**src/rtl/fifo_sched_pkg.sv**
```systemverilog
// Shared types and constants for the FIFO traffic scheduler.
// Stats outputs are built only when FIFO_SCHED_STATS_EN is defined.
package fifo_sched_pkg;

    localparam int CNT_W_DEF = 16;

    typedef enum logic [2:0] {
        ST_IDLE,
        ST_BURST,
        ST_GAP,
        ST_DRAIN,
        ST_DONE
    } wr_state_e;

    // Occupancy must hold the full-FIFO value 2^depth_w, hence one extra bit.
    function automatic int occ_width(input int depth_w);
        return depth_w + 1;
    endfunction

endpackage

```
**src/rtl/fifo_traffic_sched_rd_pacer.sv**
```systemverilog
// Read pacer: fires one read attempt every period+1 active cycles, or every cycle while draining.
// The rd_stall counter exists only when FIFO_SCHED_STATS_EN is defined.
module rd_pacer
    import fifo_sched_pkg::*;
#(
    parameter int CNT_W = CNT_W_DEF
) (
    input  logic             clk,
    input  logic             rst_n,
    input  logic             clr,
    input  logic [CNT_W-1:0] period,
    input  logic             pace_en,
    input  logic             drain,
    input  logic             rd_rdy,
    output logic             re,
    output logic [CNT_W-1:0] rd_stall
);

    logic [CNT_W-1:0] tick_cnt;
    logic             tick;

    assign tick = pace_en && (tick_cnt == '0);
    assign re   = (tick || drain) && rd_rdy;

    // Counter starts at zero so the first paced cycle of a run is a tick.
    always_ff @(posedge clk or negedge rst_n) begin
        if (!rst_n) begin
            tick_cnt <= '0;
        end else if (clr) begin
            tick_cnt <= '0;
        end else if (pace_en) begin
            tick_cnt <= tick ? period : tick_cnt - 1'b1;
        end
    end

`ifdef FIFO_SCHED_STATS_EN
    function automatic logic [CNT_W-1:0] sat_inc(input logic [CNT_W-1:0] v);
        return (&v) ? v : v + 1'b1;
    endfunction

    always_ff @(posedge clk or negedge rst_n) begin
        if (!rst_n) begin
            rd_stall <= '0;
        end else if (clr) begin
            rd_stall <= '0;
        end else if (tick && !rd_rdy) begin
            rd_stall <= sat_inc(rd_stall);
        end
    end
`else
    assign rd_stall = '0;
`endif

endmodule

```
**src/rtl/fifo_traffic_sched.sv**
```systemverilog
// Burst/gap write scheduler with paced reads and occupancy tracking for a circ_fifo.
// Define FIFO_SCHED_STATS_EN to build max_occ_o, wr_stall_o and rd_stall_o.
module fifo_traffic_sched
    import fifo_sched_pkg::*;
#(
    parameter int FIFO_DEPTH_W = 2,
    parameter int CNT_W        = CNT_W_DEF
) (
    input  logic                  clk_i,
    input  logic                  rst_ni,
    input  logic                  start_i,
    input  logic [CNT_W-1:0]      burst_len_i,
    input  logic [CNT_W-1:0]      idle_len_i,
    input  logic [CNT_W-1:0]      num_bursts_i,
    input  logic [CNT_W-1:0]      rd_period_i,
    input  logic                  wr_rdy_i,
    input  logic                  rd_rdy_i,
    output logic                  we_o,
    output logic                  re_o,
    output logic                  busy_o,
    output logic                  done_o,
    output logic [FIFO_DEPTH_W:0] occupancy_o,
    output logic [FIFO_DEPTH_W:0] max_occ_o,
    output logic [CNT_W-1:0]      wr_stall_o,
    output logic [CNT_W-1:0]      rd_stall_o
);

    localparam int OCC_W = occ_width(FIFO_DEPTH_W);
    localparam logic [OCC_W-1:0] OCC_FULL = {1'b1, {FIFO_DEPTH_W{1'b0}}};

    wr_state_e        state;
    logic [CNT_W-1:0] burst_len_q;
    logic [CNT_W-1:0] idle_len_q;
    logic [CNT_W-1:0] rd_period_q;
    logic [CNT_W-1:0] bursts_left;
    logic [CNT_W-1:0] beat_cnt;
    logic [CNT_W-1:0] idle_cnt;
    logic [OCC_W-1:0] occ_next;
    logic             start_ok;
    logic             last_beat;

    assign start_ok  = start_i && (state == ST_IDLE);
    assign we_o      = (state == ST_BURST) && wr_rdy_i;
    assign last_beat = we_o && (beat_cnt == burst_len_q - 1'b1);

    always_comb begin
        occ_next = occupancy_o;
        if (we_o && !re_o && occupancy_o != OCC_FULL) begin
            occ_next = occupancy_o + 1'b1;
        end else if (re_o && !we_o && occupancy_o != '0) begin
            occ_next = occupancy_o - 1'b1;
        end
    end

    always_ff @(posedge clk_i or negedge rst_ni) begin
        if (!rst_ni) begin
            state       <= ST_IDLE;
            busy_o      <= 1'b0;
            done_o      <= 1'b0;
            occupancy_o <= '0;
            burst_len_q <= '0;
            idle_len_q  <= '0;
            rd_period_q <= '0;
            bursts_left <= '0;
            beat_cnt    <= '0;
            idle_cnt    <= '0;
        end else begin
            done_o      <= 1'b0;
            occupancy_o <= occ_next;
            case (state)
                ST_IDLE: begin
                    if (start_i) begin
                        burst_len_q <= (burst_len_i == '0) ? CNT_W'(1) : burst_len_i;
                        idle_len_q  <= idle_len_i;
                        rd_period_q <= rd_period_i;
                        bursts_left <= num_bursts_i;
                        beat_cnt    <= '0;
                        busy_o      <= 1'b1;
                        if (num_bursts_i == '0) begin
                            state  <= ST_DONE;
                            done_o <= 1'b1;
                        end else begin
                            state <= ST_BURST;
                        end
                    end
                end
                ST_BURST: begin
                    if (last_beat) begin
                        beat_cnt    <= '0;
                        bursts_left <= bursts_left - 1'b1;
                        if (bursts_left > CNT_W'(1)) begin
                            if (idle_len_q != '0) begin
                                state    <= ST_GAP;
                                idle_cnt <= idle_len_q - 1'b1;
                            end
                        end else begin
                            state <= ST_DRAIN;
                        end
                    end else if (we_o) begin
                        beat_cnt <= beat_cnt + 1'b1;
                    end
                end
                ST_GAP: begin
                    if (idle_cnt == '0) begin
                        state <= ST_BURST;
                    end else begin
                        idle_cnt <= idle_cnt - 1'b1;
                    end
                end
                ST_DRAIN: begin
                    if (occupancy_o == '0) begin
                        state  <= ST_DONE;
                        done_o <= 1'b1;
                    end
                end
                ST_DONE: begin
                    state  <= ST_IDLE;
                    busy_o <= 1'b0;
                end
                default: state <= ST_IDLE;
            endcase
        end
    end

    rd_pacer #(.CNT_W(CNT_W)) u_rd_pacer (
        .clk      (clk_i),
        .rst_n    (rst_ni),
        .clr      (start_ok),
        .period   (rd_period_q),
        .pace_en  ((state == ST_BURST) || (state == ST_GAP)),
        .drain    (state == ST_DRAIN),
        .rd_rdy   (rd_rdy_i),
        .re       (re_o),
        .rd_stall (rd_stall_o)
    );

`ifdef FIFO_SCHED_STATS_EN
    function automatic logic [CNT_W-1:0] sat_inc(input logic [CNT_W-1:0] v);
        return (&v) ? v : v + 1'b1;
    endfunction

    function automatic logic [OCC_W-1:0] occ_max(input logic [OCC_W-1:0] a,
                                                input logic [OCC_W-1:0] b);
        return (a > b) ? a : b;
    endfunction

    always_ff @(posedge clk_i or negedge rst_ni) begin
        if (!rst_ni) begin
            max_occ_o  <= '0;
            wr_stall_o <= '0;
        end else if (start_ok) begin
            max_occ_o  <= '0;
            wr_stall_o <= '0;
        end else if (state != ST_IDLE) begin
            max_occ_o <= occ_max(max_occ_o, occ_next);
            if (state == ST_BURST && !wr_rdy_i) begin
                wr_stall_o <= sat_inc(wr_stall_o);
            end
        end
    end
`else
    assign max_occ_o  = '0;
    assign wr_stall_o = '0;
`endif

endmodule

```
**config.mk**
```make
export PLATFORM = sky130hd
export DESIGN_NAME = fifo_traffic_sched
export DESIGN_NICKNAME = d
export VERILOG_FILES = /design/src/rtl/fifo_sched_pkg.sv /design/src/rtl/fifo_traffic_sched_rd_pacer.sv /design/src/rtl/fifo_traffic_sched.sv
export SDC_FILE = /design/constraint.sdc
export NUM_CORES = 1
export LEC_CHECK = 0
export ABC_CLOCK_PERIOD_IN_PS = 4500
export CAP_MARGIN = 30
export CORE_ASPECT_RATIO = 2
export CORE_MARGIN = 5
export CORE_UTILIZATION = 55
export DETAILED_ROUTE_END_ITERATION = 8
export PLACE_DENSITY = 0.78
export SLEW_MARGIN = 20
export SYNTH_ARGS = -nofsm -noshare
export SYNTH_HDL_FRONTEND = slang
export SYNTH_SLANG_ARGS = --single-unit
export TNS_END_PERCENT = 1
```
**constraint.sdc**
```tcl
create_clock -name clk_i -period 4.5 [get_ports clk_i]
set_input_delay 0.45 -clock clk_i [delete_from_list [all_inputs] [get_ports clk_i]]
set_output_delay 0.45 -clock clk_i [all_outputs]
set_load 0.03 [all_outputs]
```
==> results_dict.tcl, run 1 <==
set metrics [dict create \
    grt_pass1_wl_mm 31.7 \
    finalNonFillerCells 1138 \
    multi_input_area_um2 4070 \
    end_kind "primary output" \
    mostFrequentLayoutCells "202 x nand2_1, 120 x dfrtp_1, 74 x clkdlybuf4s50_1" \
    path_class "flop to primary output" \
    maxSlewHeadroom_pct 50.9 \
    avgRoutedWirePerCell_um 16.6 \
    insertion_delay_ps 420 \
    grt_max_degree 58 \
    numPortBuffers 75 \
    use_met3_pct 4.76 \
    maxCapViolCount 0 \
    grt_pass1_vias 6781 \
    drt_iter0_markers 407 \
    finalSetupViolations 0 \
    fillCellCount 1134 \
    crit_family "simple AND/OR/NAND/NOR gates" \
    drt-pass1-iter-count 5 \
    die_h_um 174 \
    cts.sink_count 120 \
    slew_violations 0 \
    use_met1_pct 26.7 \
    synth_seq_area_share_pct 40.4 \
    period_share_pct 86.9 \
    hpwl_mm 13.3 \
    crit_chain "inv_1, ha_1, nor3b_1, and2_1, nand3_1, or3_4, a21boi_4, clkdlybuf4s50_1" \
    io_pins 111 \
    drive_gt1_share_pct 7.64 \
    synth.avg_cell_area_um2 8.26 \
    rsz0062_at_grt "no" \
    start_util_pct 55.6 \
    fmax_ghz 0.256 \
    core_um2 13400 \
    fp.dieArea_um2 16100 \
    die_width_um 92.2 \
    cpPeakStageDelay_ps 720 \
    routed_wl_mm 18.8 \
    h-tree-depth 4 \
    regArea_um2 3000 \
    met2_usage_pct 44.0 \
    start_kind "flop" \
    clockRootBuffer "clkbuf_16" \
    status "completed" \
    grt_antenna_before_repair 1 \
    tightestPinTransition_ps 734 \
    ctsLongestPathBuffers 2 \
    numCtsBuffers 17 \
    synth_warnings 0 \
    crit_buf_inv 2 \
    grt-busiest-layer "met2" \
    postCtsSetupBuffers 0 \
    p_leak_nw 3.86 \
    num_vias 6787 \
    ant_nets 0 \
    synth_edf_count 0 \
    peakVddDrop_mv 0.315 \
    grtUsageTotal_pct 24.3 \
    cp_max_fo 12 \
    cts_tree "built" \
    synthCells 899 \
    synthArstFlopShare_pct 100 \
    grt_overflow 0 \
    synth_area_um2 7420 \
    hold_viol 0 \
    final.setup.tns_ps 0 \
    rows 60 \
    p_per_area_nw_per_um2 659 \
    ys_seq_elements 120 \
    arrival_ps 3460 \
    clk_pin_slew_ps 60 \
    final_common_cell "nand2_1" \
    syn2layout_area_growth_pct 18.6 \
    nNetsFinal 1045 \
    synthFlopType "dfrtp_1" \
    dp_cells 1103 \
    vias_per_cell 5.96 \
    ys_types 77 \
    clock_skew_ps 8.17 \
    drc_errors 0 \
    place.gp.congestion 0.876 \
    rrSetupSlack_ps 1080 \
    finalCriticalPeriod_ps 3910 \
    hp-class "flop to flop" \
    slowest_stage "clkdlybuf4s50_1" \
    crit_required_ps 4050 \
]
through the flow:
stage | area (um^2) | power (mW) | setup WS, ps | hold slack (ps) | utilization [%]
after CTS | 8800 | 5.81 | 597 | 479 | 65.8
after detailed placement | 8170 | 4.35 | 1080 | 443 | 61.2
after global placement | 8170 | 4.28 | 1190 | 442 | 61.2
after floorplan | 7550 | 3.74 | 1050 | 154 | -
final | 8800 | 5.80 | 588 | 472 | 65.9
after global routing | 8800 | 6.25 | 422 | 501 | 65.9
registers in the layout (all words and copies together), names as in the netlist:
name,flops
idle_len_q,16
bursts_left,16
busy_o,1
rd_period_q,16
idle_cnt,16
burst_len_q,16
occupancy_o,3
state,3
u_rd_pacer.tick_cnt,16
beat_cnt,16
done_o,1
what timing repair did:
item | CTS | global route
hold buffers | 1 | 0
hold endpoints to repair | 3 | 0
resized for setup | 0 | 0
final timing paths:
check                                  startpoint             end  depth (start not counted)
max                        u_rd_pacer.tick_cnt[0]            re_o                          8
min                                rd_period_q[9]  rd_period_q[9]                          2
max reg2reg                        burst_len_q[0]    idle_cnt[15]                         11
min reg2reg                        rd_period_q[9]  rd_period_q[9]                          2
max in group asynchronous                  rst_ni     idle_cnt[1]                          3
min in group asynchronous                  rst_ni  bursts_left[4]                          2
final cells by class:
cell class / count / area share, %
multi-input combinational: 725 / 46.3
sequential: 120 / 34.1
timing repair buffer: 90 / 9.78
clock buffer: 17 / 4.83
tap: 155 / 2.20
clock inverter: 15 / 2.16
inverter: 15 / 0.639
antenna: 1 / 0.0284
routing by layer:
layer / wire length, um / up-vias / share of wire (%)
met5: 0 / - / 0
met4: 690 / 0 / 3.7
met3: 931 / 54 / 4.9
met2: 10200 / 237 / 54
met1: 6970 / 3258 / 37
li1: - / 3238 / -
report_power, final:
part | switching [mW] | leakage [nW] | internal (mW)
Sequential | 0.579 | 1.50 | 1.54
Clock | 0.554 | 0.288 | 0.883
Combinational | 1.28 | 2.07 | 0.973
Total | 2.41 | 3.86 | 3.39
worst reg2reg max path: cells and delay by family (launching register included):
family	cells	cell delay (ps)
buffers and inverters	2	410
AND/OR/NAND/NOR	4	880
AO/OA/AOI/OAI	4	1370
flip-flops	1	440
adder cells (fa/ha/maj)	1	210
cell families after synthesis:
| group | count (synthesis) | share of synthesized area [%] |
|---|---|---|
| buffers and inverters | 88 | 6.50 |
| multiplexers | 11 | 1.55 |
| AO/OA/AOI/OAI | 189 | 16.7 |
| AND/OR/NAND/NOR | 447 | 29.2 |
| flip-flops | 120 | 40.4 |
| XOR/XNOR | 36 | 4.25 |
| other | 1 | 0.0505 |
| adder cells (fa/ha/maj) | 7 | 1.28 |
synthesized netlist by cell type (3+ instances only):
cell type	n	share of area, %
inv_1	14	0.71
o2bb2ai_1	4	0.47
mux2i_1	7	0.94
buf_2	5	0.34
mux2_2	3	0.45
xor2_1	18	2.1
a21o_1	3	0.30
dfrtp_1	120	40
nor2b_1	4	0.34
nand3b_1	14	1.4
nor4_1	19	1.6
ha_1	6	1.0
o21ai_0	63	4.2
a211oi_1	3	0.30
o221ai_1	7	0.83
clkbuf_1	28	1.4
a21bo_2	9	1.2
nand3_1	20	1.3
a211o_1	4	0.47
a21oi_1	49	3.3
buf_4	37	3.7
or4_1	5	0.51
o211ai_1	5	0.51
nor2_1	69	3.5
o22ai_1	6	0.51
nor3_1	36	2.4
nand2b_1	16	1.3
or3_1	13	1.1
nor3b_1	5	0.51
and2_1	3	0.25
and3_1	4	0.34
nand2_1	202	10
xnor2_1	18	2.1
nand4_1	19	1.6
a22o_1	4	0.47
o21ai_1	3	0.20
o31ai_1	5	0.51
Note: power is estimated with default switching activity, not from simulation.
==> run 2: changes to the inputs <==
--- a/config.mk
+++ b/config.mk
@@ -10,6 +10,7 @@
 export CORE_ASPECT_RATIO = 2
 export CORE_MARGIN = 5
 export CORE_UTILIZATION = 55
+export CTS_CLUSTER_SIZE = 30
 export DETAILED_ROUTE_END_ITERATION = 8
 export PLACE_DENSITY = 0.78
 export SLEW_MARGIN = 20
==> results of run 2 <==
The final DEF is identical to that of run 1; final timing and power are the same.
==> run 3: changes to the inputs <==
--- a/config.mk
+++ b/config.mk
@@ -10,9 +10,11 @@
 export CORE_ASPECT_RATIO = 2
 export CORE_MARGIN = 5
 export CORE_UTILIZATION = 55
+export CTS_CLUSTER_DIAMETER = 60
 export CTS_CLUSTER_SIZE = 30
 export DETAILED_ROUTE_END_ITERATION = 8
 export PLACE_DENSITY = 0.78
+export SKIP_LAST_GASP = 1
 export SLEW_MARGIN = 20
 export SYNTH_ARGS = -nofsm -noshare
 export SYNTH_HDL_FRONTEND = slang
==> results of run 3 <==
The final DEF is identical to that of run 1; final timing and power are the same.
